File: config.mk
export PLATFORM = sky130hd
export DESIGN_NAME = wt_dcache_ld_queue
export DESIGN_NICKNAME = d
export VERILOG_FILES = /design/src/rtl/wt_cache_pkg.sv /design/src/rtl/wt_dcache_ld_align.sv /design/src/rtl/wt_dcache_ld_queue.sv
export SDC_FILE = /design/constraint.sdc
export NUM_CORES = 1
export LEC_CHECK = 0
export BUFFER_PORTS_ARGS = -buffer_cell sky130_fd_sc_hd__buf_2
export CORE_MARGIN = 8
export CORE_UTILIZATION = 35
export CTS_BUF_LIST = sky130_fd_sc_hd__clkbuf_8
export DETAILED_ROUTE_END_ITERATION = 7
export PLACE_DENSITY = 0.65
export SLEW_MARGIN = 20
export SYNTH_ARGS = -nofsm -noshare
export SYNTH_HDL_FRONTEND = slang
export SYNTH_SLANG_ARGS = --single-unit
File: constraint.sdc
create_clock -name clk_i -period 8.5 [get_ports clk_i]
set_input_delay 1.7 -clock clk_i [delete_from_list [all_inputs] [get_ports clk_i]]
set_output_delay 1.7 -clock clk_i [all_outputs]
set_load 0.05 [all_outputs]
File: src/rtl/wt_cache_pkg.sv
// Shared types for the write-through dcache load queue: controller port structs,
// queue entry layout and load-queue FSM states.
package wt_cache_pkg;

    localparam int PLEN               = 56;
    localparam int DCACHE_INDEX_WIDTH = 12;
    localparam int DCACHE_TAG_WIDTH   = PLEN - DCACHE_INDEX_WIDTH;
    localparam int LDQ_DEFAULT_DEPTH  = 4;
    // Widest transaction ID an entry can carry.
    localparam int LDQ_ID_WIDTH       = 3;

    typedef struct packed {
        logic [DCACHE_INDEX_WIDTH-1:0] address_index;
        logic [DCACHE_TAG_WIDTH-1:0]   address_tag;
        logic [63:0]                   data_wdata;
        logic                          data_req;
        logic                          data_we;
        logic [7:0]                    data_be;
        logic [1:0]                    data_size;
        logic                          kill_req;
        logic                          tag_valid;
    } dcache_req_i_t;

    typedef struct packed {
        logic        data_gnt;
        logic        data_rvalid;
        logic [63:0] data_rdata;
    } dcache_req_o_t;

    typedef enum logic [1:0] {
        LDQ_IDLE,
        LDQ_TAG,
        LDQ_WAIT,
        LDQ_KILL
    } ldq_state_e;

    typedef struct packed {
        logic [DCACHE_TAG_WIDTH-1:0]   tag;
        logic [DCACHE_INDEX_WIDTH-1:0] idx;
        logic [1:0]                    size;
        logic                          sign;
        logic [LDQ_ID_WIDTH-1:0]       id;
    } ldq_entry_t;

    function automatic logic ldq_is_aligned(input logic [2:0] off, input logic [1:0] size);
        case (size)
            2'd0:    return 1'b1;
            2'd1:    return off[0] == 1'b0;
            2'd2:    return off[1:0] == 2'b00;
            default: return off == 3'b000;
        endcase
    endfunction

endpackage

File: src/rtl/wt_dcache_ld_align.sv
// Byte-aligns a 64-bit read word by offset, truncates to the access size and
// sign- or zero-extends the result.
module wt_dcache_ld_align (
    input  logic [63:0] data,
    input  logic [2:0]  offset,
    input  logic [1:0]  size,
    input  logic        sign,
    output logic [63:0] result
);

    logic [63:0] shifted;

    assign shifted = data >> {offset, 3'b000};

    always_comb begin
        result = shifted;
        case (size)
            2'd0:    result = {{56{sign & shifted[7]}},  shifted[7:0]};
            2'd1:    result = {{48{sign & shifted[15]}}, shifted[15:0]};
            2'd2:    result = {{32{sign & shifted[31]}}, shifted[31:0]};
            default: result = shifted;
        endcase
    end

endmodule

File: src/rtl/wt_dcache_ld_queue.sv
// Load-request FIFO in front of the write-through dcache read controller.
// Optional WT_DCACHE_LDQ_PERF_EN adds saturating issue/kill/wait-cycle counters.
module wt_dcache_ld_queue
    import wt_cache_pkg::*;
#(
    parameter int LdqDepth  = LDQ_DEFAULT_DEPTH,
    parameter int TxIdWidth = LDQ_ID_WIDTH
) (
    input  logic                 clk_i,
    input  logic                 rst_i,
    input  logic                 flush_i,
    input  logic                 ld_valid_i,
    output logic                 ld_ready_o,
    input  logic [PLEN-1:0]      ld_paddr_i,
    input  logic [1:0]           ld_size_i,
    input  logic                 ld_sign_i,
    input  logic [TxIdWidth-1:0] ld_id_i,
    output logic                 rsp_valid_o,
    output logic [TxIdWidth-1:0] rsp_id_o,
    output logic [63:0]          rsp_data_o,
    output dcache_req_i_t        req_port_o,
    input  dcache_req_o_t        req_port_i,
    output logic                 empty_o
`ifdef WT_DCACHE_LDQ_PERF_EN
    ,
    output logic [31:0]          perf_issued_o,
    output logic [31:0]          perf_killed_o,
    output logic [31:0]          perf_wait_cycles_o
`endif
);

    localparam int PtrW = $clog2(LdqDepth);
    localparam int CntW = PtrW + 1;

    if (TxIdWidth > LDQ_ID_WIDTH) begin : g_id_width_check
        $error("TxIdWidth exceeds the entry ID width");
    end

    logic [PtrW-1:0]             wr_ptr_reg, rd_ptr_reg;
    logic [CntW-1:0]             count_reg;
    ldq_entry_t                  entry_reg [LdqDepth];
    logic [LdqDepth-1:0]         entry_we;
    ldq_entry_t                  head, new_entry;
    ldq_state_e                  state_reg, state_next;

    logic [DCACHE_TAG_WIDTH-1:0] inflight_tag_reg;
    logic [2:0]                  inflight_off_reg;
    logic [1:0]                  inflight_size_reg;
    logic                        inflight_sign_reg;
    logic [TxIdWidth-1:0]        inflight_id_reg;

    logic                        rsp_valid_reg;
    logic [TxIdWidth-1:0]        rsp_id_reg;
    logic [63:0]                 rsp_data_reg;
    logic [63:0]                 aligned_data;

    logic full, queue_empty, push, pop, in_read, rvalid, issue, gnt, rsp_fire;

    assign full        = count_reg == CntW'(LdqDepth);
    assign queue_empty = count_reg == '0;
    assign ld_ready_o  = !full && !flush_i;
    assign push        = ld_valid_i && ld_ready_o;
    assign in_read     = (state_reg == LDQ_TAG) || (state_reg == LDQ_WAIT);
    assign rvalid      = req_port_i.data_rvalid;
    // A new read may overlap the cycle in which the previous one returns data.
    assign issue       = !queue_empty && !flush_i && ((state_reg == LDQ_IDLE) || (in_read && rvalid));
    assign gnt         = issue && req_port_i.data_gnt;
    assign pop         = gnt;
    assign rsp_fire    = in_read && rvalid && !flush_i;
    assign head        = entry_reg[rd_ptr_reg];

    assign new_entry = '{
        tag:  ld_paddr_i[PLEN-1:DCACHE_INDEX_WIDTH],
        idx:  ld_paddr_i[DCACHE_INDEX_WIDTH-1:0],
        size: ld_size_i,
        sign: ld_sign_i,
        id:   LDQ_ID_WIDTH'(ld_id_i)
    };

    for (genvar gi = 0; gi < LdqDepth; gi++) begin : g_entry_we
        assign entry_we[gi] = push && (wr_ptr_reg == PtrW'(gi));
    end

    always_ff @(posedge clk_i) begin
        for (int i = 0; i < LdqDepth; i++) begin
            if (entry_we[i]) begin
                entry_reg[i] <= new_entry;
            end
        end
    end

    always_ff @(posedge clk_i) begin
        if (rst_i || flush_i) begin
            wr_ptr_reg <= '0;
            rd_ptr_reg <= '0;
            count_reg  <= '0;
        end else begin
            if (push) wr_ptr_reg <= wr_ptr_reg + PtrW'(1);
            if (pop)  rd_ptr_reg <= rd_ptr_reg + PtrW'(1);
            count_reg <= count_reg + CntW'(push) - CntW'(pop);
        end
    end

    always_comb begin
        state_next = state_reg;
        case (state_reg)
            LDQ_IDLE: if (gnt) state_next = LDQ_TAG;
            // A flushed read that has not returned must be drained in KILL so
            // its late rvalid is never mistaken for a live response.
            LDQ_TAG, LDQ_WAIT: begin
                if (rvalid)       state_next = gnt ? LDQ_TAG : LDQ_IDLE;
                else if (flush_i) state_next = LDQ_KILL;
                else              state_next = LDQ_WAIT;
            end
            LDQ_KILL: if (rvalid) state_next = LDQ_IDLE;
            default:  state_next = LDQ_IDLE;
        endcase
    end

    always_ff @(posedge clk_i) begin
        if (rst_i) begin
            state_reg         <= LDQ_IDLE;
            inflight_tag_reg  <= '0;
            inflight_off_reg  <= '0;
            inflight_size_reg <= '0;
            inflight_sign_reg <= 1'b0;
            inflight_id_reg   <= '0;
            rsp_valid_reg     <= 1'b0;
            rsp_id_reg        <= '0;
            rsp_data_reg      <= '0;
        end else begin
            state_reg     <= state_next;
            rsp_valid_reg <= rsp_fire;
            if (gnt) begin
                inflight_tag_reg  <= head.tag;
                inflight_off_reg  <= head.idx[2:0];
                inflight_size_reg <= head.size;
                inflight_sign_reg <= head.sign;
                inflight_id_reg   <= TxIdWidth'(head.id);
            end
            if (rsp_fire) begin
                rsp_id_reg   <= inflight_id_reg;
                rsp_data_reg <= aligned_data;
            end
        end
    end

    wt_dcache_ld_align u_align (
        .data   (req_port_i.data_rdata),
        .offset (inflight_off_reg),
        .size   (inflight_size_reg),
        .sign   (inflight_sign_reg),
        .result (aligned_data)
    );

    always_comb begin
        req_port_o          = '0;
        req_port_o.data_req = issue;
        if (issue) begin
            req_port_o.address_index = head.idx;
            req_port_o.data_size     = head.size;
        end
        if ((state_reg == LDQ_TAG) && !flush_i) begin
            req_port_o.tag_valid   = 1'b1;
            req_port_o.address_tag = inflight_tag_reg;
        end
        req_port_o.kill_req = (state_reg == LDQ_KILL) || (in_read && flush_i);
    end

    assign rsp_valid_o = rsp_valid_reg;
    assign rsp_id_o    = rsp_id_reg;
    assign rsp_data_o  = rsp_data_reg;
    assign empty_o     = queue_empty && (state_reg == LDQ_IDLE);

`ifdef WT_DCACHE_LDQ_PERF_EN
    logic [31:0] perf_issued_reg, perf_killed_reg, perf_wait_reg;
    logic        kill_event;

    assign kill_event = ((state_next == LDQ_KILL) && (state_reg != LDQ_KILL))
                     || (req_port_o.kill_req && rvalid);

    always_ff @(posedge clk_i) begin
        if (rst_i) begin
            perf_issued_reg <= '0;
            perf_killed_reg <= '0;
            perf_wait_reg   <= '0;
        end else begin
            if (gnt && (perf_issued_reg != '1))        perf_issued_reg <= perf_issued_reg + 32'd1;
            if (kill_event && (perf_killed_reg != '1)) perf_killed_reg <= perf_killed_reg + 32'd1;
            if (((state_reg == LDQ_WAIT) || (state_reg == LDQ_KILL)) && (perf_wait_reg != '1))
                perf_wait_reg <= perf_wait_reg + 32'd1;
        end
    end

    assign perf_issued_o      = perf_issued_reg;
    assign perf_killed_o      = perf_killed_reg;
    assign perf_wait_cycles_o = perf_wait_reg;
`endif

    a_load_aligned: assert property (@(posedge clk_i) disable iff (rst_i)
        push |-> ldq_is_aligned(ld_paddr_i[2:0], ld_size_i));

endmodule

Word level (Yosys, flattened, before mapping)
Memories as Yosys holds them, arrays and structs flattened. A register that Yosys moved wholly into a read port is not among the register bits.
Index checks and enable logic that the tools add are counted.
{"block": "totals", "mem_bits_rw": 248, "inputBits": 132, "word_cells": 92, "output_inout_bits": 204, "reg_bits": 130, "memories": 1}
{"memory": "entry_reg", "depth": 4, "word_bits": 62, "read_ports": 1, "rd_clocked_by_memory_dff": 1, "wr": 1, "line": "wt_dcache_ld_queue.sv:41", "text": "ldq_entry_t entry_reg [LdqDepth];"}
{"block": "classes", "mux": 30, "n_reduce_logical": 30, "shifts": 1, "eq_ne": 11, "n_addsub": 4, "bitwise": 3}
{"cell": "64-bit case mux with 3 select lines", "n": 1}
{"cell": "62-bit two-way mux", "n": 3}
{"cell": "62-bit OR reduction", "n": 3}
{"cell": "64-bit by 6-bit right shift with 64-bit output", "n": 1}
{"cell": "44-bit two-way mux", "n": 1}
{"cell": "2-bit two-way mux", "n": 9}
{"cell": "1-bit logical AND", "n": 14}
{"cell": "1-bit two-way mux", "n": 14}
{"cell": "12-bit two-way mux", "n": 1}
{"cell": "2-bit == test, second input constant", "n": 5}
{"cell": "2-bit by 1-bit == test with 1-bit output, second input constant", "n": 3}
{"cell": "2-bit logical NOT", "n": 3}
{"cell": "2-bit case mux with 3 select lines", "n": 1}
{"cell": "2-bit by 1-bit adder with 2-bit output, second input constant", "n": 2}
{"cell": "1-bit logical OR", "n": 4}
{"cell": "2-bit != test, second input constant", "n": 2}
{"cell": "3-bit by 1-bit adder with 3-bit output", "n": 1}
{"cell": "1-bit bitwise AND", "n": 3}
{"cell": "3-bit == test, second input constant", "n": 1}
{"cell": "1-bit logical NOT", "n": 3}
{"cell": "3-bit logical NOT", "n": 1}
{"cell": "3-bit by 1-bit subtractor with 3-bit output", "n": 1}
{"cell": "2-bit AND reduction", "n": 1}
{"cell": "2-bit OR reduction", "n": 1}

Logic depth before layout (Yosys ltp)
{"block": "depth", "word_depth": 11, "mapped_depth": 13, "depth_no_buf": 11}

Cells and area by module
A second synthesis with hierarchy kept.
{"block": "unflattened", "cells_unflattened": 1328, "hier_area_um2": 16926.2}
{"module": "wt_dcache_ld_queue", "area_per_inst_um2": 14654.1, "cells_per_inst": 1067, "n_inst": 1}
{"module": "wt_dcache_ld_align", "area_per_inst_um2": 2272.2, "cells_per_inst": 261, "n_inst": 1}

Worst setup path after synthesis
Ideal clock, no wire load.
{"block": "synth_path", "path_kind": "input to output", "startpoint": "input port flush_i", "endpoint": "output port req_port_o[112] (netlist name)", "stages": 4, "path_buffers": 2, "arrival_ns": 3.268, "path_slack_ns": 3.532, "cell_sequence": "buf_2 nor2b_1 clkbuf_1 and2_1"}
{"item": "start: declaration", "line": "wt_dcache_ld_queue.sv:11", "text": "input logic flush_i,"}
{"item": "end: declaration", "line": "wt_dcache_ld_queue.sv:21", "text": "output dcache_req_i_t req_port_o,"}

==> results.toml <==
[critical_path]
r2r.worst_path.cells = 13
arrival_ps = 3280
critical_path.startpoint = "flush_i"
r2r-start = "state_reg[0]$_SDFFE_PP0P_"
cp_max_fo = 15
cp-start-kind = "input port"
rrSetupSlack_ps = 5010
critPathRequiredTime_ps = 6800
path_class = "in2out"
crit_end = "req_port_o[123]"
end_kind = "output port"
r2r-end = "count_reg[2]$_SDFF_PP0_"

[floorplanning]
die_y_um = 237
coreArea_mm2 = 0.0485
start_util_pct = 35.1
die_w_um = 237
ios = 336
dieArea_mm2 = 0.0560
fp-row-count = 81

[synth]
synth.area.top_cells = "edfxtp_1 44%, dfxtp_1 15%, mux4_2 10%"
syn_area_mm2 = 0.0171
synth_edf_count = 248
synth_top_area_share_pct = 43.7
ys.warnings.count = 0
async_flop_share_pct = 0
ys_ff_latch = 380
syn-mean-instance-area_um2 = 13.2
synth_ff_type = "edfxtp_1"
yosys.area.top_type = "edfxtp_1"
synthCells = 1287
synth_cell_types = 57
yosysSeqAreaShare_pct = 59.2

[clock_network]
cts_tree = "built"
cts_buffers = 68
ctsHoldBuffers = 0
ctsResizeCount = 0
path_clk_slew_ps = 50
htree_levels = 3
cts.sinks = 380
clockBufferDepth = 3
postCtsSetupBuffers = 0
clockRootBuffer = "clkbuf_8"
clock_latency_ps = 620

[global_routing]
grt_overflow = 0
grt_pass1_wl_um = 72100
grt_pass1_vias = 11400
grt_max_degree = 80
antenna_found_initial = 13
grt.total_usage_pct = 16.8

[detailed_routing]
drt_wl_total_um = 48300
wl_per_cell_um = 21.7
detail_route.drc_violations = 0
drtIter0Drc = 687
viasPerCell = 4.98
vias = 11100
ant_nets = 0
firstDrtPassIters = 6

[cells_and_area]
drive_gt1_share_pct = 32.9
largest_reg_flops = 248
fin_nets = 1689
area_delta_synth_final_pct = 16.6
fillCellCount = 4609

[sta]
setup_viol = 0
tightest_slew_ps = 1070
setup_slack_ps = 3520
tns_ps = 0
final_max_slew_viol_count = 0
max_freq_mhz = 201
skew_ps = 28.9
timing.hold.ws_ps = 451
slew_headroom_pct = 28.9
rsz0062_at_grt = "false"
finalCritPeriodShare_pct = 58.5
hold_viol = 0
min_period_ps = 4980

[placed_design]
portBuffers = 262
gp_congestion = 0.854
dp_worst_setup_slack_ps = 3510
dp_hpwl_um = 32300

[power_and_ir_drop]
p_leak_nw = 7.28
vdd.ir_drop.worst_mv = 0.148
powerDensity_mw_per_mm2 = 214

[status]
status = "finished, final reports clean"

[hold_path]
min_path_type = "reg2reg"

[job]
drv_cap = 0
-- synthesized netlist by cell type (2+ instances only) --
cell      number
clkbuf_1      45
nor2_1        94
mux2i_1       50
mux2_2        14
nand2_1      159
xnor2_1        4
nor2b_1       26
o22ai_4        2
buf_4         81
nand2b_1      28
edfxtp_1     248
mux2_4         3
a311oi_2       4
buf_8          2
a21oi_1       87
and2_1        48
a221o_1        6
nor3_1        17
and2b_1        2
mux4_2        78
a22oi_1        7
a211oi_2      28
o21ai_0       10
or2_2          2
buf_6          7
buf_12         3
nand3_1        3
inv_1         15
ha_1           9
o22ai_1        3
a22oi_2        8
and3_1         4
buf_2         22
dfxtp_1      132
a211oi_1       9
a311oi_1       6
-- logic make-up (layout without fill, tap and decap cells) --
logic type / count (synthesis) / count (layout) / synth area share [%]
AO/OA/AOI/OAI: 177 / 177 / 8.13
XOR/XNOR: 5 / 5 / 0.257
adder cells (fa/ha/maj): 10 / 10 / 0.778
buffers and inverters: 178 / 422 / 6.59
flip-flops: 380 / 380 / 59.2
multiplexers: 146 / 146 / 14.5
other: 1 / 74 / 0.0220
AND/OR/NAND/NOR: 390 / 390 / 10.6
-- critical path, cell delays in order --
cell	delay (ps)
buf_2	180
or3_1	800
nor2b_1	240
buf_2	330
-- cells in the final DEF (no fill, tap or decap), drive strengths merged, types with 2 or more instances in the layout --
| master | instances |
|---|---|
| nor2b | 26 |
| clkbuf | 75 |
| a221o | 6 |
| conb | 73 |
| nor2 | 95 |
| and2b | 2 |
| or2 | 3 |
| mux2i | 50 |
| nor3 | 18 |
| a211oi | 38 |
| inv | 40 |
| bufinv | 2 |
| o21ai | 10 |
| buf | 279 |
| and2 | 48 |
| a311oi | 10 |
| nand3 | 3 |
| ha | 9 |
| dfxtp | 132 |
| nand2b | 28 |
| nand2 | 159 |
| mux4 | 78 |
| edfxtp | 248 |
| clkinv | 25 |
| xnor2 | 4 |
| a22oi | 15 |
| and3 | 4 |
| o22ai | 5 |
| mux2 | 18 |
| a21oi | 88 |
-- through the flow --
stage               util [%]  power, mW  area, µm²  std cells
detailed placement      38.2       2.63      18500       2098
finish                  41.0       4.26      19900       2226
global route            40.9       4.43      19900       2225
floorplan                  -       2.49      17300       1359
CTS                     40.9       4.32      19900       2224
global placement        38.2       2.62      18500       2098
-- how the worst min path moves through the flow --
stage	startpoint	endpoint	depth (start not counted)
6_report	rsp_id_o[1]$_SDFFE_PP0P_	rsp_id_o[1]$_SDFFE_PP0P_	2
5_1_grt	rsp_id_o[1]$_SDFFE_PP0P_	rsp_id_o[1]$_SDFFE_PP0P_	2
4_1_cts	inflight_tag_reg[40]$_SDFFE_PP0P_	inflight_tag_reg[40]$_SDFFE_PP0P_	2
3_5_place_dp	inflight_tag_reg[16]$_SDFFE_PP0P_	inflight_tag_reg[16]$_SDFFE_PP0P_	2
3_3_place_gp	inflight_tag_reg[17]$_SDFFE_PP0P_	inflight_tag_reg[17]$_SDFFE_PP0P_	2
2_1_floorplan	inflight_tag_reg[0]$_SDFFE_PP0P_	inflight_tag_reg[0]$_SDFFE_PP0P_	2
-- power by group --
group	switching [mW]	internal (mW)
registers	0.0299	2.02
clock network	0.781	0.883
logic	0.394	0.146
total	1.20	3.05
-- layout make-up --
cell class                      instances  area, µm²  share of cell area (%)
Antenna cell                            1       2.50                  0.0126
Clock inverter                         51        297                    1.49
Clock buffer                           75       1030                    5.19
Multi-Input combinational cell        801       6150                    30.9
Inverter                               17       63.8                   0.321
Sequential cell                       380      10100                    50.8
Tap cell                              622        778                    3.91
Timing Repair Buffer                  279       1460                    7.35
-- per-layer routing --
metal	wire length [µm]	share of wire, %	up-vias	GRT usage [%]
li1	-	-	5081	-
met1	19500	40	5423	20.1
met2	23200	48	451	27.9
met3	3890	8.1	115	5.38
met4	1610	3.3	16	6.42
met5	107	0.22	-	0
Note: power is estimated with default switching activity, not from simulation.
